## src/rtl/updown_sweep_ctrl_if.sv

```systemverilog
// Counter control bus between the sweep sequencer and the 4-bit up/down counter.
// Latency: none; the bus only carries wires.
// Backpressure: none; the counter obeys dir/load on every clock.
// Ports: ctr_val (counter -> sequencer), ctr_dir/ctr_load/ctr_ldata (sequencer -> counter).
interface updown_sweep_ctrl_if #(
   parameter int WIDTH = 4
);
   logic [WIDTH-1:0] ctr_val;
   logic             ctr_dir;
   logic             ctr_load;
   logic [WIDTH-1:0] ctr_ldata;

   // Sequencer side
   modport master (
      input  ctr_val,
      output ctr_dir,
      output ctr_load,
      output ctr_ldata
   );

   // Counter side
   modport slave (
      output ctr_val,
      input  ctr_dir,
      input  ctr_load,
      input  ctr_ldata
   );
endinterface

```

## src/rtl/updown_sweep_ctrl.sv

```systemverilog
// Sweeps an external up/down counter lo -> hi -> lo, n_sweeps times, turning on its read-back value.
// Latency: counter commands are combinational from state and ctr_val; done/err are registered 1-cycle pulses.
// Backpressure: start is ignored while busy; optional pause (SWEEP_PAUSE_EN) stalls the sweep in place.
// Ports: clk, rst (sync, active-low), start, abort, lo_lim, hi_lim, n_sweeps,
//        pause (only when SWEEP_PAUSE_EN is defined), cbus (counter bus, master side),
//        busy, done, err, sweep_cnt.
module updown_sweep_ctrl #(
   parameter int WIDTH = 4,
   parameter int CNT_W = 4
) (
   input  logic             clk,
   input  logic             rst,
   input  logic             start,
   input  logic             abort,
   input  logic [WIDTH-1:0] lo_lim,
   input  logic [WIDTH-1:0] hi_lim,
   input  logic [CNT_W-1:0] n_sweeps,
`ifdef SWEEP_PAUSE_EN
   input  logic             pause,
`endif
   updown_sweep_ctrl_if.master cbus,
   output logic             busy,
   output logic             done,
   output logic             err,
   output logic [CNT_W-1:0] sweep_cnt
);

   typedef enum logic [1:0] {
      S_IDLE = 2'd0,
      S_LOAD = 2'd1,
      S_UP   = 2'd2,
      S_DOWN = 2'd3
   } state_t;

   state_t           state_q, state_d;
   logic [WIDTH-1:0] lo_q, lo_d;
   logic [WIDTH-1:0] hi_q, hi_d;
   logic [CNT_W-1:0] n_q, n_d;
   logic [CNT_W-1:0] sweep_cnt_q, sweep_cnt_d;
   logic             done_q, done_d;
   logic             err_q, err_d;

   logic [CNT_W-1:0] sweep_inc;
   logic             out_of_range;
   logic             paused;

   always_ff @(posedge clk) begin
      if (!rst) begin
         state_q     <= S_IDLE;
         lo_q        <= '0;
         hi_q        <= '0;
         n_q         <= '0;
         sweep_cnt_q <= '0;
         done_q      <= 1'b0;
         err_q       <= 1'b0;
      end else begin
         state_q     <= state_d;
         lo_q        <= lo_d;
         hi_q        <= hi_d;
         n_q         <= n_d;
         sweep_cnt_q <= sweep_cnt_d;
         done_q      <= done_d;
         err_q       <= err_d;
      end
   end

   always_comb begin
      state_d     = state_q;
      lo_d        = lo_q;
      hi_d        = hi_q;
      n_d         = n_q;
      sweep_cnt_d = sweep_cnt_q;
      done_d      = 1'b0;
      err_d       = 1'b0;
      // Default command: reload the counter with its own value, i.e. hold it.
      cbus.ctr_dir   = 1'b1;
      cbus.ctr_load  = 1'b1;
      cbus.ctr_ldata = cbus.ctr_val;

      sweep_inc    = sweep_cnt_q + CNT_W'(1);
      out_of_range = (cbus.ctr_val < lo_q) || (cbus.ctr_val > hi_q);
`ifdef SWEEP_PAUSE_EN
      paused = pause;
`else
      paused = 1'b0;
`endif

      case (state_q)
         S_IDLE: begin
            if (start) begin
               if (lo_lim >= hi_lim) begin
                  err_d = 1'b1;
               end else if (n_sweeps == '0) begin
                  done_d = 1'b1;
               end else begin
                  lo_d        = lo_lim;
                  hi_d        = hi_lim;
                  n_d         = n_sweeps;
                  sweep_cnt_d = '0;
                  state_d     = S_LOAD;
               end
            end
         end

         S_LOAD: begin
            if (abort) begin
               state_d = S_IDLE;
            end else begin
               cbus.ctr_ldata = lo_q;
               state_d        = S_UP;
            end
         end

         S_UP, S_DOWN: begin
            // Priority: abort, then corruption of the fed-back value, then pause.
            if (abort) begin
               state_d = S_IDLE;
            end else if (out_of_range) begin
               err_d   = 1'b1;
               state_d = S_IDLE;
            end else if (!paused) begin
               cbus.ctr_load = 1'b0;
               if (state_q == S_UP) begin
                  // Turn in the same cycle the limit is seen so the counter never overshoots.
                  if (cbus.ctr_val == hi_q) begin
                     cbus.ctr_dir = 1'b0;
                     state_d      = S_DOWN;
                  end
               end else if (cbus.ctr_val == lo_q) begin
                  sweep_cnt_d = sweep_inc;
                  if (sweep_inc == n_q) begin
                     cbus.ctr_load  = 1'b1;
                     cbus.ctr_ldata = lo_q;
                     done_d         = 1'b1;
                     state_d        = S_IDLE;
                  end else begin
                     state_d = S_UP;
                  end
               end else begin
                  cbus.ctr_dir = 1'b0;
               end
            end
         end

         default: state_d = S_IDLE;
      endcase
   end

   assign busy      = (state_q != S_IDLE);
   assign done      = done_q;
   assign err       = err_q;
   assign sweep_cnt = sweep_cnt_q;

endmodule

```

## src/flat_wrapper.sv

```systemverilog
// flat-port wrapper written by rule: the top's interface ports become plain ports
module updown_sweep_ctrl_flat 
#(
   parameter int WIDTH = 4,
   parameter int CNT_W = 4
)
  (clk, rst, start, abort, lo_lim, hi_lim, n_sweeps, busy, done, err, sweep_cnt, cbus_ctr_val, cbus_ctr_dir, cbus_ctr_load, cbus_ctr_ldata);
  updown_sweep_ctrl_if #(.WIDTH(WIDTH)) cbus_i ();
  input  logic clk;
  input  logic rst;
  input  logic start;
  input  logic abort;
  input  logic [WIDTH-1:0] lo_lim;
  input  logic [WIDTH-1:0] hi_lim;
  input  logic [CNT_W-1:0] n_sweeps;
  output logic busy;
  output logic done;
  output logic err;
  output logic [CNT_W-1:0] sweep_cnt;
  input wire logic [$bits(cbus_i.ctr_val)-1:0] cbus_ctr_val;
  output wire logic [$bits(cbus_i.ctr_dir)-1:0] cbus_ctr_dir;
  output wire logic [$bits(cbus_i.ctr_load)-1:0] cbus_ctr_load;
  output wire logic [$bits(cbus_i.ctr_ldata)-1:0] cbus_ctr_ldata;
  assign cbus_i.ctr_val = cbus_ctr_val;
  assign cbus_ctr_dir = cbus_i.ctr_dir;
  assign cbus_ctr_load = cbus_i.ctr_load;
  assign cbus_ctr_ldata = cbus_i.ctr_ldata;
  updown_sweep_ctrl #(.WIDTH(WIDTH), .CNT_W(CNT_W)) u_core (.clk(clk), .rst(rst), .start(start), .abort(abort), .lo_lim(lo_lim), .hi_lim(hi_lim), .n_sweeps(n_sweeps), .cbus(cbus_i), .busy(busy), .done(done), .err(err), .sweep_cnt(sweep_cnt));
endmodule
```

## config.mk

```make
export PLATFORM = sky130hd
export DESIGN_NAME = updown_sweep_ctrl_flat
export DESIGN_NICKNAME = d
export VERILOG_FILES = /design/src/rtl/updown_sweep_ctrl_if.sv /design/src/rtl/updown_sweep_ctrl.sv /design/src/flat_wrapper.sv
export SDC_FILE = /design/constraint.sdc
export NUM_CORES = 1
export LEC_CHECK = 0
export ABC_AREA = 1
export CORE_MARGIN = 5
export CORE_UTILIZATION = 44
export CTS_CLUSTER_SIZE = 8
export DETAILED_ROUTE_END_ITERATION = 10
export PLACE_DENSITY_LB_ADDON = 0.08
export SLEW_MARGIN = 5
export SYNTH_ARGS = -nofsm -noshare
export SYNTH_HDL_FRONTEND = slang
export SYNTH_SLANG_ARGS = --single-unit
```

## constraint.sdc

```tcl
create_clock -name clk -period 2.6 [get_ports clk]
set_input_delay 0.26 -clock clk [delete_from_list [all_inputs] [get_ports clk]]
set_output_delay 0.26 -clock clk [all_outputs]
set_load 0.05 [all_outputs]
```

After elaboration in Yosys (flattened, before gate mapping)

Index checks and enable logic that the tools add are counted.

Register bits after elaboration: 20

Add/sub/neg operators: 1
Magnitude comparators: 3
Eq/ne operators: 15
Muxes and demuxes: 49
Bitwise logic cells: 2
Reductions and logical operators: 9

Operators with widths:

| cell                                           | count |
|---|---|
| 2-to-1 mux 4 bit                               | 13 |
| 2-to-1 mux 1 bit                               | 21 |
| 2-to-1 mux 2 bit                               | 10 |
| one-hot mux 4 bit (2 select lines)             | 2 |
| == test 4 bit                                  | 3 |
| != test 2 bit (second input constant)          | 6 |
| AND reduction 8 bit                            | 1 |
| one-hot mux 2 bit (3 select lines)             | 1 |
| != test 5 x 2 -> 1 bit (second input constant) | 1 |
| != test 5 x 4 -> 1 bit (second input constant) | 1 |
| AND reduction 5 bit                            | 1 |
| adder 4 x 1 -> 4 bit (second input constant)   | 1 |
| == test 2 bit (second input constant)          | 2 |
| greater-or-equal comparator 4 bit              | 1 |
| > comparator 4 bit                             | 1 |
| zero test 4 bit                                | 1 |
| less-than comparator 4 bit                     | 1 |
| one-hot mux 1 bit (2 select lines)             | 2 |
| AND reduction 4 bit                            | 1 |
| nonzero test 2 bit                             | 2 |
| == test 2 x 1 -> 1 bit (second input constant) | 1 |
| zero test 2 bit                                | 1 |
| != test 2 x 1 -> 1 bit (second input constant) | 1 |
| inverter 1 bit                                 | 2 |
| 2 further kinds                                | 2 |

Logic depth before layout (Yosys ltp)

Gate-level depths: netlist (run 1).

Depth in word-level cells: 8
Mapped depth: 14
Mapped depth without buffers: 14

Least setup slack after synthesis (run 1)

No wires, ideal clock.

Path type: register to output
Start: reg u_core.sweep_cnt_q[0] (netlist: u_core.sweep_cnt[0])
End: out cbus_ctr_load
Data arrival time: 2575 ps
Required time: 2340 ps
Path slack: -235 ps
Cell stages (with the launch flop): 8
Path buffers: 0
Path through: dfxtp_1 ha_1 nand2_1 nand2_1 nand3b_1 nor2_1 nand2_1 o21ai_0

Cells in the longest elaborated chain, start to end: 8

RTL lines:

| item                   | line                     | source |
|---|---|---|
| from (decl)            | updown_sweep_ctrl.sv:39  | `logic [CNT_W-1:0] sweep_cnt_q, sweep_cnt_d;` |
| from (signal assigned) | updown_sweep_ctrl.sv:61  | `sweep_cnt_q <= sweep_cnt_d;` |
| adder 4 x 1 -> 4 bit   | updown_sweep_ctrl.sv:80  | `sweep_inc = sweep_cnt_q + CNT_W'(1);` |
| == test 4 bit          | updown_sweep_ctrl.sv:131 | `if (sweep_inc == n_q) begin` |
| 2-to-1 mux 1 bit       | updown_sweep_ctrl.sv:131 |  |
| 2-to-1 mux 1 bit       | updown_sweep_ctrl.sv:129 | `end else if (cbus.ctr_val == lo_q) begin` |
| 2-to-1 mux 1 bit       | updown_sweep_ctrl.sv:123 | `if (state_q == S_UP) begin` |
| 2-to-1 mux 1 bit       | updown_sweep_ctrl.sv:118 | `end else if (out_of_range) begin` |
| 2-to-1 mux 1 bit       | updown_sweep_ctrl.sv:116 | `if (abort) begin` |
| 2-to-1 mux 1 bit       | updown_sweep_ctrl.sv:88  | `case (state_q)` |
| to (decl)              | flat_wrapper.sv:22       | `output wire logic [$bits(cbus_i.ctr_load)-1:0] cbus_ctr_load;` |

No other way between the ends.

Worst setup path in the final report (run 1)

Start: in cbus_ctr_val[1]
End: out cbus_ctr_ldata[1]

Cells in the longest elaborated chain, start to end: 6
Elaborated cells between the ends (all ways): 11

RTL lines:

| item                                              | line                                               | source |
|---|---|---|
| from (decl)                                       | flat_wrapper.sv:20                                 | `input wire logic [$bits(cbus_i.ctr_val)-1:0] cbus_ctr_val;` |
| == test 4 bit or 2-to-1 mux 4 bit (tied branches) | updown_sweep_ctrl.sv:129, updown_sweep_ctrl.sv:131 |  |
| 2-to-1 mux 4 bit                                  | updown_sweep_ctrl.sv:129                           |  |
| 2-to-1 mux 4 bit                                  | updown_sweep_ctrl.sv:123                           |  |
| 2-to-1 mux 4 bit                                  | updown_sweep_ctrl.sv:118                           |  |
| 2-to-1 mux 4 bit                                  | updown_sweep_ctrl.sv:116                           |  |
| one-hot mux 4 bit (2 select lines) *              | updown_sweep_ctrl.sv:88                            |  |
| to (decl)                                         | flat_wrapper.sv:23                                 | `output wire logic [$bits(cbus_i.ctr_ldata)-1:0] cbus_ctr_ldata;` |

Every way passes the cells marked *; elsewhere a longest branch is shown, timed or not.

==> results of run 1 <==
==> worst max-delay path: cells and delay by family <==
| kind | cells | cell delay, ps |
|---|---|---|
| adder cells (fa/ha/maj) | 1 | 340 |
| buffers and inverters | 3 | 800 |
| AND/OR/NAND/NOR | 9 | 740 |
==> Yosys cell counts (all sizes together) <==
master	n
a32oi	1
nor3	1
o21ai	20
ha	13
o211ai	1
nand2	58
o21bai	1
nor2	23
nand3b	1
nand4	6
xnor2	1
inv	40
buf	4
dfxtp	20
a21oi	27
xor2	1
nand3	24
==> registers in the layout, summed over array words and instances (netlist names) <==
| name | count |
|---|---|
| u_core.hi_q | 4 |
| u_core.sweep_cnt | 4 |
| u_core.n_q | 4 |
| u_core.state_q | 2 |
| u_core.done | 1 |
| u_core.err | 1 |
| u_core.lo_q | 4 |
==> cell families after synthesis <==
logic type,Yosys count,share of synthesized area
AOI/OAI and AO/OA,50,0.175
xor gates and xnor gates,2,0.0110
adders and majority gates,13,0.103
buffers and inverters,44,0.125
DFF,20,0.252
and+or+nand+nor,113,0.334
==> power by group through the flow <==
stage	registers [mW]	logic, mW	clock network [mW]
final	0.375	0.614	0.264
after floorplan	0.404	0.396	0
after detailed placement	0.382	0.616	0
after global placement	0.381	0.610	0
after CTS	0.375	0.618	0.269
after global routing	0.380	0.678	0.282
==> how the worst min path moves through the flow <==
stage / from / endpoint / slack (ps) / depth (start not counted)
CTS: u_core.hi_q[2] / u_core.hi_q[2] / 490 / 2
detailed placement: u_core.hi_q[2] / u_core.hi_q[2] / 470 / 2
global route: u_core.hi_q[1] / u_core.hi_q[1] / 500 / 2
global placement: u_core.hi_q[2] / u_core.hi_q[2] / 460 / 2
finish: u_core.hi_q[2] / u_core.hi_q[2] / 480 / 2
floorplan: rst / u_core.hi_q[1] / 400 / 2
==> per-layer routing <==
layer / global-route usage / up-vias / wire length [um] / part of all wire
met5: 0 / - / 0 / 0
met4: 0.0511 / 0 / 40 / 0.010
met3: 0.0244 / 4 / 255 / 0.067
met2: 0.264 / 45 / 1720 / 0.45
met1: 0.218 / 692 / 1810 / 0.47
li1: - / 861 / - / -
==> layout make-up <==
class                           instances  area [um2]  area share
Multi-Input combinational cell        178         987       0.488
Inverter                               40         150      0.0742
Clock buffer                            3        22.5      0.0111
Clock inverter                          1        30.0      0.0148
Tap cell                               46        57.6      0.0284
Sequential cell                        20         400       0.198
Timing Repair Buffer                   34         375       0.186
==> run_results.csv, run 1 <==
group,metric,value,unit
sta,worst_pin_slew,576,ps
synthesis,syn_nets,275,
floorplan,die_x,70.0,um
sta,fin_ws,192,ps
synthesis,synth-warning-count,0,
floorplan,rows,21,
sta,rsz0062_at_grt,"false",
critical_path,crit_chain,"clkdlybuf4s50_1 -> ha_1 -> nand2_1 -> nand2_1 -> nand2_1 -> nand2_1 -> nand2_1 -> nand3_1 -> inv_2 -> nand3_2 -> nand3_1 -> nand3_1 -> buf_12",
critical_path,r2r_slack,760,ps
synthesis,seq_area_frac_synth,0.252,
power_and_ir_drop,power.total,1.25,mW
routing,dr.pass1.iters,4,
power_and_ir_drop,combPwrFrac,0.490,
routing,avgViaCountPerCell,4.98,
critical_path,criticalPathCategory,"primary input to output pin",
clock_tree,cts-buffers-inserted,3,
clock_tree,postCtsResizedCells,0,
final_layout,syn_to_final_growth,27.5,%
placement,port_buffers,32,
power_and_ir_drop,power.density,619,nW/um2
clock_tree,htreeDepth,1,
synthesis,yosysTopAreaCell,"dfxtp_1",
final_layout,diodes,0,
critical_path,cp-end-kind,"output pin",
sta,fin_crit_sh,0.926,
critical_path,ff2ff_path_depth,12,
final_layout,n_fill_cell,332,
sta,maxClockFrequency,0.415,GHz
placement,post-dp-hpwl,3160,um
power_and_ir_drop,leakage,0.938,nW
power_and_ir_drop,peakVddDrop,0.260,mV
placement,post-place-ws,132,ps
sta,skew,3.17,ps
power_and_ir_drop,internal_power,0.736,mW
final_layout,fin_util,0.592,
critical_path,crit-reg2reg-launch,"u_core.lo_q[2]",
routing,vias,1602,
power_and_ir_drop,switching_power,0.517,mW
grt,grt_use_total,0.162,
grt,grt_first_pass_wirelength,6530,um
critical_path,cp_max_fo,5,
routing,drtAntennaViolNets,0,
final_layout,drive_above_1_share,0.105,
critical_path,crit_path_start,"cbus_ctr_val[1]",
clock_tree,clock_path_buffers,2,
hold_path,hold_class,"flop to flop",
synthesis,synthCells,242,
floorplan,fp.coreArea,3420,um2
floorplan,initial_utilization,0.464,
sta,post-route-min-period,2410,ps
critical_path,setup.worst_path.start_class,"primary input",
final_layout,layout_commonest_cell,"nand2_1",
grt,antenna_found_initial,0,
synthesis,synth_area_leaders,"dfxtp_1 25%, nand2_1 13%, ha_1 10%",
power_and_ir_drop,clockPowerShare,0.211,
grt,grt_pass1_vias,1443,
critical_path,arrival,2150,ps
final_layout,stdcell_count,322,
sta,fin_setup_tns,0,ps
critical_path,regToRegEndpoint,"u_core.sweep_cnt[0]",
clock_tree,cts_tree,"built",
critical_path,path_common_cell,"nand2_1",
clock_tree,postCtsSetupBuffers,0,
sta,max-slew-margin-rel,0.615,
status,status,"finished, final reports clean",
routing,initialDrtViolationCount,120,
floorplan,die_area,4910,um2
sta,drv_slew,0,
sta,setup_viol,0,
critical_path,required,2340,ps
routing,wirelength,3830,um
final_layout,nets,310,
clock_tree,insertion_delay,310,ps
grt,grt_max_degree,24,
routing,drc,0,
synthesis,synth-seq-cells,20,
critical_path,worstSetupEndpoint,"cbus_ctr_ldata[1]",
clock_tree,cts_hold_buf,0,
placement,dp_cells,318,
placement,placed_area,1970,um2
placement,globalplace.congestion,0.947,
synthesis,synth_area,1590,um2
sta,hold_viol,0,
critical_path,cp_slowest_cell,"clkdlybuf4s50_1",
routing,post_drt_wl_per_cell,11.9,um
flow_run,cap_viol_max_count,0,
grt,overflow,0,
clock_tree,path_clk_slew,120,ps
final_layout,stdcell_area,2020,um2
clock_tree,cts_sinks,20,
critical_path,slowest_delay,500,ps
sta,fin_hold_ws,480,ps
floorplan,fp.dieH,70.0,um
clock_tree,cts_root_buf,"clkbuf_4",
floorplan,io_pins,33,
power_and_ir_drop,switching_share,0.413,
synthesis,synth_top_area_frac,0.252,
synthesis,synth_cell_type_count,27,
final_layout,final_cell_mix,"53 x nand2_1, 37 x inv_1, 26 x a21oi_1, 24 x clkdlybuf4s50_1, 21 x nand3_1",
synthesis,syn-mean-instance-area,6.56,um2
power_and_ir_drop,seqPwrFrac,0.299,
No activity file was read; power rests on OpenSTA's default activity.
==> run 2, diff against run 1 <==
- CAP_MARGIN: not set -> 10
==> results of run 2 <==
Final layout, timing and power as in run 1 (identical DEF).
==> run 3, diff against run 2 <==
- CTS_CLUSTER_DIAMETER: not set -> 30
- MAX_ROUTING_LAYER: not set -> met4
==> run 3 against run 2 <==
  * Routed wire length increased by 0.50%
  * Final area rose by 0.12%
  * Die area stayed put
  * Sequential power about the same
  * Core utilization is 0.073 points higher
  * Critical endpoint unchanged
  * Sequential share of layout area is essentially flat
==> run_results.csv, run 3 (synthesized netlist as in run 1, its figures left out) <==
group,metric,value,unit
status,status,"finished, final reports clean",
final_layout,layout_commonest_cell,"nand2_1",
routing,avgViaCountPerCell,5.04,
critical_path,ff2ff_path_depth,11,
floorplan,fp.dieH,70.0,um
floorplan,initial_utilization,0.464,
placement,dp_cells,318,
critical_path,regToRegEndpoint,"u_core.sweep_cnt[0]",
routing,drtAntennaViolNets,0,
sta,post-route-min-period,2350,ps
floorplan,io_pins,33,
clock_tree,cts_tree,"built",
placement,globalplace.congestion,0.992,
routing,initialDrtViolationCount,96,
power_and_ir_drop,power.density,619,nW/um2
hold_path,hold_end,"u_core.hi_q[3]",
critical_path,cp_slowest_cell,"dfxtp_1",
clock_tree,path_clk_slew,120,ps
final_layout,stdcell_count,322,
power_and_ir_drop,power.total,1.25,mW
hold_path,hp-start,"u_core.hi_q[3]",
sta,rsz0062_at_grt,"false",
final_layout,seq_area,400,um2
sta,hold_viol,0,
hold_path,hold_class,"flop to flop",
grt,grtUsageMet2,0.270,
grt,grt_pass1_vias,1473,
placement,post-dp-hpwl,3150,um
grt,overflow,0,
final_layout,n_fill_cell,341,
routing,drc,0,
grt,grt_use_total,0.170,
critical_path,required,2340,ps
final_layout,diodes,0,
grt,grt_first_pass_wirelength,6780,um
routing,post_drt_wl_per_cell,11.9,um
critical_path,criticalPathCategory,"flop to output pin",
grt,antenna_found_initial,0,
clock_tree,htreeDepth,1,
grt,busiest_layer,"met2",
critical_path,crit_chain,"inv_1 -> ha_1 -> nand2_1 -> inv_1 -> nand3_1 -> inv_1 -> nand3_1 -> inv_2 -> nand3_2 -> nand3_1 -> nand3_1 -> buf_12",
sta,max-slew-margin-rel,0.620,
grt,grt_util_met3,0.0244,
clock_tree,cts_root_buf,"clkbuf_4",
critical_path,slowest_delay,390,ps
clock_tree,cts_sinks,20,
floorplan,die_x,70.0,um
grt,grt_use_met1,0.225,
critical_path,path_buf_inv,5,
sta,worst_pin_slew,568,ps
critical_path,path_common_cell,"nand3_1",
routing,vias,1623,
routing,wirelength,3840,um
critical_path,setup.worst_path.start_class,"flop",
sta,fin_crit_sh,0.902,
hold_path,hold_depth,2,
floorplan,rows,21,
critical_path,r2r_slack,820,ps
clock_tree,cts_hold_buf,0,
sta,skew,2.40,ps
grt,grt_max_degree,24,
sta,fin_hold_ws,488,ps
routing,dr.pass1.iters,4,
final_layout,drive_above_1_share,0.105,
final_layout,nets,310,
floorplan,fp.coreArea,3420,um2
flow_run,cap_viol_max_count,0,
critical_path,cp-end-kind,"output pin",
power_and_ir_drop,peakVddDrop,0.278,mV
sta,maxClockFrequency,0.426,GHz
power_and_ir_drop,leakage,0.947,nW
sta,drv_slew,0,
sta,fin_setup_tns,0,ps
critical_path,cp_max_fo,5,
critical_path,arrival,2090,ps
floorplan,die_area,4910,um2
final_layout,multi_input_area,987,um2
critical_path,path_delay_family,"simple AND/OR/NAND/NOR gates",
clock_tree,cts-buffers-inserted,3,
final_layout,syn_to_final_growth,27.7,%
clock_tree,clock_path_buffers,2,
critical_path,crit-reg2reg-launch,"u_core.lo_q[2]",
sta,setup_viol,0,
placement,port_buffers,32,
clock_tree,insertion_delay,310,ps
final_layout,final_cell_mix,"53 x nand2_1, 37 x inv_1, 26 x a21oi_1, 23 x clkdlybuf4s50_1, 21 x nand3_1",
[run 3: cell count changes in the layout (fill, tap and decap cells not counted)]
cell and delta:
clkdlybuf4s50_1 -1, dlymetal6s2s_1 +1
[run 3: routing by layer]
metal / part of all wire / vias up
li1: - / 862
met1: 0.49 / 714
met2: 0.45 / 42
met3: 0.050 / 5
met4: 0.010 / 0
met5: 0 / -
[run 3: worst max-delay path by stage]
stage	to	cells past startpoint	startpoint
2_1_floorplan	cbus_ctr_load	7	u_core.sweep_cnt[0]
3_3_place_gp	cbus_ctr_ldata[2]	12	cbus_ctr_val[3]
3_5_place_dp	cbus_ctr_ldata[3]	12	cbus_ctr_val[2]
4_1_cts	cbus_ctr_ldata[3]	12	cbus_ctr_val[2]
5_1_grt	cbus_ctr_ldata[2]	12	u_core.lo_q[1]
6_report	cbus_ctr_ldata[1]	12	u_core.lo_q[2]
[run 3: timing repair]
action                                  in CTS  in global routing
endpoints found under the setup margin       0                  3
buffers inserted                             0                  0
gates resized for setup                      0                  4
[run 3: power breakdown]
| part | switching, mW | internal, mW |
|---|---|---|
| Clock | 0.108 | 0.156 |
| Sequential | 0.0293 | 0.345 |
| Combinational | 0.380 | 0.236 |
[run 3: final cells by class]
cell class,count,share of cell area
Inverter,40,0.0741
Clock inverter,1,0.0148
Sequential cell,20,0.198
Clock buffer,3,0.0111
Timing Repair Buffer,34,0.187
Tap cell,46,0.0284
Multi-Input combinational cell,178,0.487
[run 3: worst min-delay path: stages, from the launching register on]
cell	delay, ps
dfxtp_1	320
inv_1	70
a21oi_1	60
[run 3: through the flow]
stage          utilization  setup WS, ps  instance area (um2)
6_report             0.593           254                 2030
5_1_grt              0.593          16.0                 2030
4_1_cts              0.591           124                 2020
3_5_place_dp         0.575           131                 1970
3_3_place_gp         0.575           189                 1970
2_1_floorplan            -           144                 1590
